--- src/rtl/stream_accumulator_4bit_pkg.sv ---
// Shared constants for the stream accumulator: FSM state encoding and
// default datapath widths.
package stream_accumulator_4bit_pkg;

   localparam int WIDTH_DEF = 4;
   localparam int LEN_W_DEF = 4;

   localparam logic [1:0] ST_IDLE  = 2'd0;
   localparam logic [1:0] ST_ACCUM = 2'd1;
   localparam logic [1:0] ST_DONE  = 2'd2;

endpackage

--- src/rtl/stream_accumulator_4bit_adder.sv ---
// Purely combinational ripple-carry adder, one full-adder cell per bit with
// the carry chained from the LSB upward.
module adder_4bit_rca #(
   parameter int WIDTH = 4
) (
   input  logic [WIDTH-1:0] a,
   input  logic [WIDTH-1:0] b,
   input  logic             cin,
   output logic [WIDTH-1:0] s,
   output logic             cout
);

   logic [WIDTH:0] carry;

   assign carry[0] = cin;

   for (genvar gi = 0; gi < WIDTH; gi++) begin : g_fa_cell
      logic half_sum;
      assign half_sum      = a[gi] ^ b[gi];
      assign s[gi]         = half_sum ^ carry[gi];
      assign carry[gi + 1] = (a[gi] & b[gi]) | (carry[gi] & half_sum);
   end

   assign cout = carry[WIDTH];

endmodule

--- src/rtl/stream_accumulator_4bit.sv ---
// Burst accumulator: accepts len operands over valid/ready, sums them modulo
// 2^WIDTH with a sticky carry flag, and offers the result on a valid/ready port.
module stream_accumulator_4bit
   import stream_accumulator_4bit_pkg::*;
#(
   parameter int WIDTH = WIDTH_DEF,
   parameter int LEN_W = LEN_W_DEF
) (
   input  logic             clk_in,
   input  logic             rst_in,
   input  logic             start_in,
   input  logic [LEN_W-1:0] len_in,
   input  logic [WIDTH-1:0] data_in,
   input  logic             data_valid_in,
   output logic             data_ready_out,
   output logic [WIDTH-1:0] sum_out,
   output logic             ovf_out,
   output logic             sum_valid_out,
   input  logic             sum_ready_in,
   output logic             busy_out,
   output logic [LEN_W-1:0] count_out
);

   logic [1:0]       state_reg, state_next;
   logic [WIDTH-1:0] acc_reg, acc_next;
   logic             ovf_reg, ovf_next;
   logic [LEN_W-1:0] count_reg, count_next;
   logic [LEN_W-1:0] len_reg, len_next;

   logic [WIDTH-1:0] add_sum;
   logic             add_cout;
   logic [LEN_W-1:0] count_inc;
   logic             accept;

   adder_4bit_rca #(
      .WIDTH (WIDTH)
   ) u_adder (
      .a    (acc_reg),
      .b    (data_in),
      .cin  (1'b0),
      .s    (add_sum),
      .cout (add_cout)
   );

   assign count_inc = count_reg + LEN_W'(1);
   assign accept    = (state_reg == ST_ACCUM) && data_valid_in;

   always_comb begin
      state_next = state_reg;
      acc_next   = acc_reg;
      ovf_next   = ovf_reg;
      count_next = count_reg;
      len_next   = len_reg;
      case (state_reg)
         ST_IDLE: begin
            if (start_in) begin
               len_next   = len_in;
               acc_next   = '0;
               ovf_next   = 1'b0;
               count_next = '0;
               state_next = (len_in == '0) ? ST_DONE : ST_ACCUM;
            end
         end
         ST_ACCUM: begin
            if (accept) begin
               acc_next   = add_sum;
               ovf_next   = ovf_reg | add_cout;
               count_next = count_inc;
               // Leaving ACCUM here drops ready next cycle, so len is a hard cap.
               if (count_inc == len_reg) begin
                  state_next = ST_DONE;
               end
            end
         end
         ST_DONE: begin
            if (sum_ready_in) begin
               state_next = ST_IDLE;
            end
         end
         default: begin
            state_next = ST_IDLE;
         end
      endcase
   end

   always_ff @(posedge clk_in or posedge rst_in) begin
      if (rst_in) begin
         state_reg <= ST_IDLE;
         acc_reg   <= '0;
         ovf_reg   <= 1'b0;
         count_reg <= '0;
         len_reg   <= '0;
      end else begin
         state_reg <= state_next;
         acc_reg   <= acc_next;
         ovf_reg   <= ovf_next;
         count_reg <= count_next;
         len_reg   <= len_next;
      end
   end

   // Every output is decoded from registers only.
   assign data_ready_out = (state_reg == ST_ACCUM);
   assign sum_valid_out  = (state_reg == ST_DONE);
   assign busy_out       = (state_reg != ST_IDLE);
   assign sum_out        = acc_reg;
   assign ovf_out        = ovf_reg;
   assign count_out      = count_reg;

endmodule

--- config.mk ---
export PLATFORM = sky130hd
export DESIGN_NAME = stream_accumulator_4bit
export DESIGN_NICKNAME = d
export VERILOG_FILES = /design/src/rtl/stream_accumulator_4bit_pkg.sv /design/src/rtl/stream_accumulator_4bit_adder.sv /design/src/rtl/stream_accumulator_4bit.sv
export SDC_FILE = /design/constraint.sdc
export NUM_CORES = 1
export LEC_CHECK = 0
export ABC_AREA = 1
export BUFFER_PORTS_ARGS = -buffer_cell sky130_fd_sc_hd__buf_4
export CAP_MARGIN = 10
export CORE_UTILIZATION = 45
export CTS_BUF_LIST = sky130_fd_sc_hd__clkbuf_16
export CTS_CLUSTER_SIZE = 30
export DETAILED_ROUTE_END_ITERATION = 8
export PLACE_DENSITY = 0.73
export SETUP_SLACK_MARGIN = 0.2
export SYNTH_ARGS = -nofsm -noshare
export SYNTH_HDL_FRONTEND = slang
export SYNTH_SLANG_ARGS = --single-unit
--- constraint.sdc ---
create_clock -name clk_in -period 1.8 [get_ports clk_in]
set_input_delay 0.09 -clock clk_in [delete_from_list [all_inputs] [get_ports clk_in]]
set_output_delay 0.09 -clock clk_in [all_outputs]
set_load 0.1 [all_outputs]
# Word level (Yosys, flattened, before mapping)
# Cells that the tools add are included.
classes:
  addsub: 1
  n_eq_ne: 7
  mux: 14
  bitwise_logic: 18
  n_reduce_logical: 8
ops:
  columns: ["cell", "count"]
  rows:
  - ["case mux 4 bit (2 select lines)", 2]
  - ["2-to-1 mux 4 bit", 3]
  - ["2-to-1 mux 2 bit", 5]
  - ["AND 1 bit", 7]
  - ["XOR 1 bit", 7]
  - ["!= test 2 x 1 -> 1 bit (second input constant)", 3]
  - ["case mux 2 bit (3 select lines)", 1]
  - ["adder 4 x 1 -> 4 bit (second input constant)", 1]
  - ["== test 4 bit", 1]
  - ["logical NOT 4 bit", 1]
  - ["OR 1 bit", 4]
  - ["AND reduction 4 bit", 1]
  - ["nonzero test 2 bit", 2]
  - ["AND reduction 3 bit", 1]
  - ["== test 2 x 1 -> 1 bit (second input constant)", 1]
  - ["== test 2 bit (second input constant)", 1]
  - ["logical NOT 2 bit", 1]
  - ["2-to-1 mux 1 bit", 2]
  - ["!= test 2 bit (second input constant)", 1]
  - ["case mux 1 bit (2 select lines)", 1]
  - ["AND reduction 2 bit", 1]
  - ["logical AND 1 bit", 1]
word_totals:
  reg_bits: 15
  inputBits: 13
  out_inout_bits: 12
  word_cells: 53

# Logic depth before layout (Yosys ltp)
# Gate-level depths: netlist of the first run.
depth:
  ltp_word: 10
  mapped_depth: 11
  depth_no_buf: 11

# Hierarchy
# Synthesis of the first run repeated with hierarchy kept, for this count alone.
unflattened:
  cells_unflattened: 110
  area_unflattened_um2: 917.1
modules_own_cells:
  columns: ["module", "n_inst", "cells_per_inst", "area_each_um2", "seq_area_each_um2"]
  rows:
  - ["stream_accumulator_4bit", 1, 96, 799.5, 375.4]
  - ["adder_4bit_rca", 1, 14, 117.6, 0.0]

# Least setup slack after synthesis of the first run
# No wires, ideal clock.
synth_path:
  path_kind: "reg-to-reg"
  startpoint: "reg acc_reg[0], in the netlist sum_out[0]"
  endpoint: "reg acc_reg[3], in the netlist sum_out[3]"
  setup_ns: 0.124
  arrival_ns: 2.348
  required_ns: 1.676
  setup_slack_ns: -0.671
  path_stages_with_launch: 9
  n_path_buf: 0
  period_less_slack_ns: 2.471
  cell_sequence: "dfrtp_1 -> ha_1 -> inv_1 -> fa_1 -> inv_1 -> fa_1 -> fa_1 -> nand3_1 -> nand2_1"
synth_between:
  elab_chain_len: 8
synth_lines:
  columns: ["item", "line", "rtl"]
  rows:
  - ["start, declared", "stream_accumulator_4bit.sv:25", "logic [WIDTH-1:0] acc_reg, acc_next;"]
  - ["start signal, assigned", "stream_accumulator_4bit.sv:95", "acc_reg <= acc_next;"]
  - ["AND 1 bit (2 in a row)", "stream_accumulator_4bit_adder.sv:21", "assign carry[gi + 1] = (a[gi] & b[gi]) | (carry[gi] & half_sum);"]
  - ["OR 1 bit", "stream_accumulator_4bit_adder.sv:21", null]
  - ["AND 1 bit", "stream_accumulator_4bit_adder.sv:21", null]
  - ["OR 1 bit", "stream_accumulator_4bit_adder.sv:21", null]
  - ["XOR 1 bit", "stream_accumulator_4bit_adder.sv:20", "assign s[gi] = half_sum ^ carry[gi];"]
  - ["2-to-1 mux 4 bit", "stream_accumulator_4bit.sv:65", "if (accept) begin"]
  - ["case mux 4 bit (2 select lines)", "stream_accumulator_4bit.sv:54", "case (state_reg)"]
# No other way between the ends. The select of a mux whose other input is x is not followed.
# A chain may end at the register's enable or synchronous reset.

# Worst setup path in the final report of the first run
# Ends and elaborated chain as after synthesis.

==> results of run 1 <==
## worst min-delay path, cell delays in order
cell     delay (ps)
buf_4            80
nand2_1          40
o21ai_0          60
## per-stage QoR
stage	util	total power, mW	setup TNS [ps]	worst slack, ps	std cells
floorplan	-	1.81	-644	-283	109
global placement	0.644	2.11	-168	-88.8	159
detailed placement	0.644	2.15	-233	-118	159
CTS	0.697	2.60	-254	-129	164
global route	0.697	2.74	-427	-219	164
finish	0.697	2.59	-238	-126	164
## timing repair
item                       4_1_cts  5_1_grt
hold buffers                     1        0
setup endpoints to repair        3        5
hold endpoints to repair        15        0
gates resized for setup          4        0
pin swaps                        1        1
## power by group through the flow
stage	Sequential [mW]	Combinational (mW)	Clock, mW
detailed placement	0.624	1.52	0
finish	0.620	1.55	0.422
global route	0.641	1.66	0.442
global placement	0.618	1.49	0
floorplan	1.05	0.765	0
CTS	0.619	1.55	0.426
## synth_stat cells (all sizes together)
library cell  count
nand4             2
nand3b            1
a211oi            1
inv              22
o21ai             5
nand2            28
ha                2
nor2              7
o22ai             3
nand3            15
a21oi             2
fa                3
dfrtp            15
nor3              2
xnor2             1
## final timing paths
| path | from | to | slack (ps) | cells past startpoint |
|---|---|---|---|---|
| min in group asynchronous | rst_in | ovf_out | 480 | 3 |
| worst max-delay path | sum_out[0] | sum_out[3] | -130 | 8 |
| worst min-delay path | len_in[2] | len_reg[2] | 70 | 3 |
| worst max register to register | sum_out[0] | sum_out[3] | -130 | 8 |
| max in group asynchronous | rst_in | count_out[0] | 870 | 3 |
| worst min register to register | ovf_out | ovf_out | 520 | 2 |
## placed cells by master (no fill, tap or decap), drive strengths merged, types with 3 or more instances in the layout
cell     n
dfrtp   15
fa       3
clkbuf   3
nand3   15
o22ai    3
nor2     7
buf     25
inv     23
o21ai    5
nand2   28
## metal layers
layer | GRT usage | vias to the layer above | wire length, um
met3 | 0.0353 | 2 | 55
met1 | 0.273 | 406 | 894
met2 | 0.369 | 18 | 1070
li1 | - | 408 | -
met4 | 0.0647 | 0 | 14
met5 | 0 | - | 0
## cell families after synthesis
| logic type | Yosys count |
|---|---|
| AOI/OAI and AO/OA | 11 |
| xor gates and xnor gates | 1 |
| buffers and inverters | 22 |
| DFF | 15 |
| and+or+nand+nor | 55 |
| adders and majority gates | 5 |
## final cells by class
class / instances / area [um2]
well taps: 25 / 31.3
clock inverters: 1 / 3.75
flip-flops and latches: 15 / 393
multi-input cells: 72 / 470
repair buffers: 26 / 198
fillers: 151 / 546
inverters: 22 / 85.1
clock buffers: 3 / 75.1
==> results.cfg, run 1 <==
[pwr]
p_comb_frac = 0.598
switching_share = 0.541
p_int_mw = 1.19
leakage_nw = 0.635
peakVddDrop_v = 0.00150
power.density_mw_per_mm2 = 2060
p_clk_frac = 0.163
p_switching_mw = 1.40
seqPwrFrac = 0.239

[sta]
hold_viol = 0
hold_ws_ps = 73.9
fmax_mhz = 519
finClkSkew_ps = 0.821
fin_crit_ps = 1930
rsz0062_at_grt = true
setup_ws_ps = -126
worst_pin_slew_ps = 598
drv_slew = 0
max_slew_margin = 0.601
setup-violations-final = 2
min_period_over_period = 1.07

[synthesis]
ys_seq_elements = 15
yosysTopAreaCellShare = 0.420
synth_top_family_by_area = simple AND/OR/NAND/NOR gates
synth.area.mux_share = 0
synth_nets = 127
syn_area_um2 = 893
synth_fa_ha_area_frac = 0.0952
synth.distinct_cells = 22
synthTopCellsByArea = dfrtp_1, nand2_1, nand3_1
synth_area_leader_cell = dfrtp_1
synth-compound-area-share = 0.0784
ys.warnings.count = 0
avgSynthCellArea_um2 = 8.20
yosysSeqAreaShare = 0.420
synthCells = 109
synth_xor_area_frac = 0.00980
yosys.area_share.simple = 0.301

[routing]
vias = 834
routed_wl_um = 2040
ant_nets = 0
dr.pass1.iters = 4
post_drt_wl_per_cell_um = 12.4
drcViolationCount = 0
first_iter_violations = 28
vias_per_cell = 5.09

[final_layout]
final_layout_size_suffix_gt1_frac = 0.374
final_area_mm2 = 0.00126
num_antenna_cells = 0
area_delta_synth_final_pct = 40.6
layout.nets = 158

[global_routing]
grt_pass1_wl_um = 3260
grt_usage = 0.215
grt_max_degree = 16
grt_pass1_vias = 756
grt_remaining_overflow = 0
antenna_found_initial = 0

[place]
place_hpwl_um = 1480
io_buffers = 24
postPlaceCellArea_mm2 = 0.00116
place.gp.congestion = 0.746

[worst_hold_path]
hold_class = input port to flip-flop

[worst_setup_path]
start_kind = flip-flop
critPathKind = flip-flop to flip-flop
cp_top_family = adder cells
critPathCaptureType = flip-flop
cp_data_arrival_time_ps = 2110
slowest_delay_ps = 480
cp_slowest_cell = dfrtp_4
worstPathCellList = ha_4 -> inv_2 -> fa_2 -> inv_2 -> fa_2 -> fa_1 -> nand3_1 -> nand2_1
cp.required_ps = 1980
path_buf_inv = 2
crit_fanout = 2

[cts]
clkLatencyLatePin_ps = 240
path_clk_slew_ps = 50
htreeDepth = 1
cts_max_path_buffers = 2
numCtsBuffers = 3
cts_sinks = 15
cts-root-buf = clkbuf_16
cts_tree = built
post_cts_buffers = 0

[floorplanning]
ios = 25
rows = 15
die-area_mm2 = 0.00217
core_mm2 = 0.00180
die_w_um = 46.6
initial_core_util = 0.496
die_y_um = 46.6

[flow_run]
drv.max_cap_violation_count = 0

[status]
violations = negative setup slack
status = finished with violations
(Power assumes the default switching activity.)
==> run 2, diff against run 1 <==
--- a/config.mk
+++ b/config.mk
@@ -8,11 +8,11 @@
 export ABC_AREA = 1
 export BUFFER_PORTS_ARGS = -buffer_cell sky130_fd_sc_hd__buf_4
 export CAP_MARGIN = 10
-export CORE_UTILIZATION = 45
-export CTS_BUF_LIST = sky130_fd_sc_hd__clkbuf_16
+export CORE_UTILIZATION = 48
+export CTS_BUF_LIST = sky130_fd_sc_hd__clkbuf_8
 export CTS_CLUSTER_SIZE = 30
 export DETAILED_ROUTE_END_ITERATION = 8
-export PLACE_DENSITY = 0.73
+export PLACE_DENSITY = 0.77
 export SETUP_SLACK_MARGIN = 0.2
 export SYNTH_ARGS = -nofsm -noshare
 export SYNTH_HDL_FRONTEND = slang
==> run 2 against run 1 <==
  * The run still ends with negative setup slack left
  * Clock power down 33%
  * Via count rose by 2.4%
  * Utilization increased by 4.3 points
  * Wire length rose by 11%
  * Sequential power about the same
  * Combinational power increased by 6%
  * Sequential share of layout area fell by 0.55 points
  * Design area rose by 1.8%
  * Global-route usage grew 2.3 points
  * Hold slack worse by 6.4 ps
  * Critical endpoint is now ovf_out
  * Largest power group unchanged
==> results.cfg, run 2 (synthesis results as in run 1) <==
[floorplanning]
die_y_um = 45.1
core_mm2 = 0.00173
die-area_mm2 = 0.00204
rows = 15
initial_core_util = 0.517
die_w_um = 45.1
ios = 25

[worst_setup_path]
crit_fanout = 2
cp.required_ps = 1930
r2r_end = ovf_out
critPathKind = flip-flop to flip-flop
cp_data_arrival_time_ps = 2090
critPathCaptureType = flip-flop
reg2reg_depth = 8
rr_startpoint = sum_out[0]
ff2ff_setup_slack_ps = -160
start_kind = flip-flop

[cts]
cts_sinks = 15
cts-root-buf = clkbuf_8
htreeDepth = 1
numCtsBuffers = 3
cts_max_path_buffers = 2
path_clk_slew_ps = 70
cts_tree = built
clkLatencyLatePin_ps = 260

[final_layout]
area_delta_synth_final_pct = 43.1
layout.nets = 164
num_antenna_cells = 0
final_common_cell = buf_4
final_layout_size_suffix_gt1_frac = 0.421
final_cell_mix = buf_4, nand2_1, inv_1
fillers = 148

[pwr]
leakage_nw = 0.655
power.density_mw_per_mm2 = 2000
seqPwrFrac = 0.243
p_comb_frac = 0.646
peakVddDrop_v = 0.00151
p_clk_frac = 0.111
switching_share = 0.564
p_int_mw = 1.12
p_switching_mw = 1.44

[routing]
drcViolationCount = 0
routed_wl_um = 2250
ant_nets = 0
vias = 854
first_iter_violations = 13
post_drt_wl_per_cell_um = 13.3
vias_per_cell = 5.02
dr.pass1.iters = 4

[global_routing]
grt_pass1_wl_um = 3470
grt_usage = 0.238
antenna_found_initial = 0
grt_remaining_overflow = 0
grt_max_degree = 16
grt_pass1_vias = 807

[worst_hold_path]
hold_class = input port to flip-flop
holdPathEnd = len_reg[2]
hp-start = len_in[2]
hold_depth = 3

[sta]
hold_viol = 0
min_period_over_period = 1.09
fmax_mhz = 510
final.setup.tns_ps = -316
finClkSkew_ps = 8.11
worst_pin_slew_ps = 595
drv_slew = 0
rsz0062_at_grt = true
setup_ws_ps = -159
fin_crit_ps = 1960
setup-violations-final = 2
max_slew_margin = 0.603

[place]
place_ws_ps = -153
place.gp.congestion = 0.747
io_buffers = 24
place_hpwl_um = 1570

[status]
status = finished with violations
violations = negative setup slack

[flow_run]
drv.max_cap_violation_count = 0
## run 2: cell type report
type / count / area [um2] / area share
multi-input combinational: 72 / 480 / 0.376
clock buffer: 3 / 41.3 / 0.0323
inverter: 22 / 85.1 / 0.0665
sequential: 15 / 393 / 0.307
clock inverter: 1 / 5.00 / 0.00391
tap: 25 / 31.3 / 0.0245
timing repair buffer: 32 / 243 / 0.190
## run 2: repair_timing
action                     in CTS  in global routing
hold endpoints to repair       15                  0
hold buffers                    1                  0
gates cloned                    0                  0
gates resized for setup         4                  2
setup endpoints to repair       3                  5
setup buffers                   0                  6
pin swaps                       1                  3
## run 2: worst max path at each step
| stage | end | depth (start not counted) | from |
|---|---|---|---|
| 2_1_floorplan | sum_out[3] | 8 | sum_out[0] |
| 3_3_place_gp | ovf_out | 8 | sum_out[0] |
| 3_5_place_dp | ovf_out | 8 | sum_out[0] |
| 4_1_cts | ovf_out | 8 | sum_out[0] |
| 5_1_grt | ovf_out | 8 | sum_out[0] |
| 6_report | ovf_out | 8 | sum_out[0] |
## run 2: critical path: stages, from the launching register on
cell and delay (ps):
dfrtp_4 500, ha_4 170, inv_2 50, fa_2 180
inv_2 40, fa_2 330, fa_1 380, a21oi_2 140
nor2_1 50
## run 2: power by group through the flow
stage / clock network [mW] / logic [mW] / registers, mW
detailed placement: 0 / 1.54 / 0.626
finish: 0.283 / 1.65 / 0.622
floorplan: 0 / 0.765 / 1.05
global route: 0.301 / 1.77 / 0.631
CTS: 0.286 / 1.56 / 0.621
global placement: 0 / 1.49 / 0.616
## run 2: metrics by stage
step                cells  total power [mW]  instance area (um2)  hold WS (ps)   util
global route          170              2.70                 1280          94.2  0.741
finish                170              2.56                 1280          67.4  0.741
floorplan             109              1.81                  941         -8.57      -
global placement      159              2.11                 1160           194  0.672
detailed placement    159              2.17                 1160           197  0.672
CTS                   164              2.47                 1220          50.1  0.709
## run 2: layer usage
| metal | vias to the layer above | GRT usage | routed length (um) |
|---|---|---|---|
| met1 | 412 | 0.274 | 930 |
| met2 | 19 | 0.429 | 1220 |
| met3 | 4 | 0.0720 | 78 |
| li1 | 419 | - | - |
| met4 | 0 | 0.0545 | 23 |
| met5 | - | 0 | 0 |
==> run 3, diff against run 2 <==
==> constraint.sdc (replaced) <==
create_clock -name clk_in -period 1.6 [get_ports clk_in]
set_input_delay 0.08 -clock clk_in [delete_from_list [all_inputs] [get_ports clk_in]]
set_output_delay 0.08 -clock clk_in [all_outputs]
set_load 0.1 [all_outputs]
==> run 3 against run 2 <==
  * The run still ends with negative setup slack left
  * Utilization rose by 1.0 points
  * Global-route usage fell by 0.85 points
  * Largest power group unchanged
  * Via count up 0.12%
  * Maximum frequency increased by 0.93%
  * Register-to-register slack got worse by 180 ps
  * Wire length down 6.5%
  * Power grew 14%
  * Combinational power is 16% higher
  * First-iteration DRC count increased by 15%
  * Largest cell class unchanged
==> results.cfg, run 3 (synthesis results as in run 1) <==
[worst_setup_path]
start_kind = flip-flop
cp-startpoint = sum_out[0]
cp_top_family = adder cells
cp_slowest_cell = dfrtp_4
critPathCaptureType = flip-flop
worstPathCellList = ha_4 -> inv_2 -> fa_2 -> inv_2 -> fa_2 -> fa_1 -> nand3_1 -> nand2_1
path_buf_inv = 2
critPathKind = flip-flop to flip-flop
cp.required_ps = 1780
cp_data_arrival_time_ps = 2120
crit_fanout = 2
slowest_delay_ps = 490
rr_startpoint = sum_out[0]

[sta]
hold_viol = 0
setup_ws_ps = -341
min_period_over_period = 1.21
max_slew_margin = 0.604
drv_slew = 0
fmax_mhz = 515
rsz0062_at_grt = true
finClkSkew_ps = 3.82
setup-violations-final = 3
worst_pin_slew_ps = 593
fin_crit_ps = 1940
hold_ws_ps = 55.1

[routing]
dr.pass1.iters = 4
vias = 855
post_drt_wl_per_cell_um = 12.4
drcViolationCount = 0
vias_per_cell = 5.03
ant_nets = 0
routed_wl_um = 2110
first_iter_violations = 15

[final_layout]
final_common_cell = buf_4
area_delta_synth_final_pct = 45.1
final_area_mm2 = 0.00130
final_layout_size_suffix_gt1_frac = 0.434
layout.nets = 164
fillers = 132
final_cell_mix = buf_4, nand2_1, inv_1
num_antenna_cells = 0

[floorplanning]
rows = 15
initial_core_util = 0.517
core_mm2 = 0.00173
ios = 25
die_y_um = 45.1
die_w_um = 45.1
die-area_mm2 = 0.00204

[status]
status = finished with violations
violations = negative setup slack

[place]
place_hpwl_um = 1510
postPlaceCellArea_mm2 = 0.00116
io_buffers = 24
place.gp.congestion = 0.743

[cts]
cts_sinks = 15
htreeDepth = 1
cts_max_path_buffers = 2
cts-root-buf = clkbuf_8
numCtsBuffers = 3
cts_tree = built
path_clk_slew_ps = 60
clkLatencyLatePin_ps = 250

[global_routing]
grt_usage = 0.230
grt_pass1_wl_um = 3280
grt_remaining_overflow = 0
antenna_found_initial = 0
grt_pass1_vias = 758
grt_max_degree = 16

[worst_hold_path]
hp-start = len_in[2]
hold_class = input port to flip-flop

[pwr]
leakage_nw = 0.660
power.density_mw_per_mm2 = 2260
peakVddDrop_v = 0.00153

[flow_run]
drv.max_cap_violation_count = 0
[run 3: stage by stage]
step	setup slack (ps)	utilization	std cells	total power, mW	TNS, ps
after floorplan	-482	-	109	2.04	-1260
after global placement	-291	0.675	159	2.38	-643
after detailed placement	-332	0.675	159	2.42	-759
after CTS	-348	0.707	164	2.74	-796
after global routing	-430	0.751	170	3.09	-944
final	-341	0.751	170	2.92	-699
[run 3: power by group]
group | total, mW | switching (mW) | internal (mW) | leakage (nW)
logic | 1.92 | 1.33 | 0.593 | 0.447
registers | 0.703 | 0.156 | 0.546 | 0.186
clock network | 0.302 | 0.132 | 0.170 | 0.0269
[run 3: repair_timing]
action	in CTS	in global routing
pin swaps	0	7
gates resized for setup	0	10
hold endpoints to repair	15	0
hold buffers	1	0
setup endpoints to repair	6	10
buffers inserted	0	6
[run 3: layout make-up]
class                      count  area, um2  area share
sequential                    15        393       0.303
clock buffer                   3       41.3      0.0319
multi-input combinational     72        492       0.379
clock inverter                 1       3.75     0.00290
timing repair buffer          32        250       0.193
tap                           25       31.3      0.0241
inverter                      22       85.1      0.0656
[run 3: worst paths after layout]
| path | endpoint | slack, ps | cells past startpoint |
|---|---|---|---|
| setup / recovery | sum_out[3] | -340 | 8 |
| hold / removal | len_reg[2] | 60 | 3 |
| setup reg to reg | sum_out[3] | -340 | 8 |
| hold reg to reg | ovf_out | 510 | 2 |
| max in group asynchronous | count_out[1] | 700 | 3 |
| min in group asynchronous | len_reg[0] | 450 | 3 |
[run 3: worst reg2reg max path: cells and delay by family, from the launching register on]
family	cells	cell delay, ps
adder cells (fa/ha/maj)	4	1150
flip-flops	1	490
AND/OR/NAND/NOR	2	150
buffers and inverters	2	80
[run 3: layer usage]
metal / vias to the layer above / track usage / part of all wire
met5: - / 0 / 0
met4: 0 / 0.109 / 0.0047
met3: 2 / 0.0240 / 0.048
met2: 32 / 0.397 / 0.54
met1: 403 / 0.285 / 0.40
li1: 418 / - / -
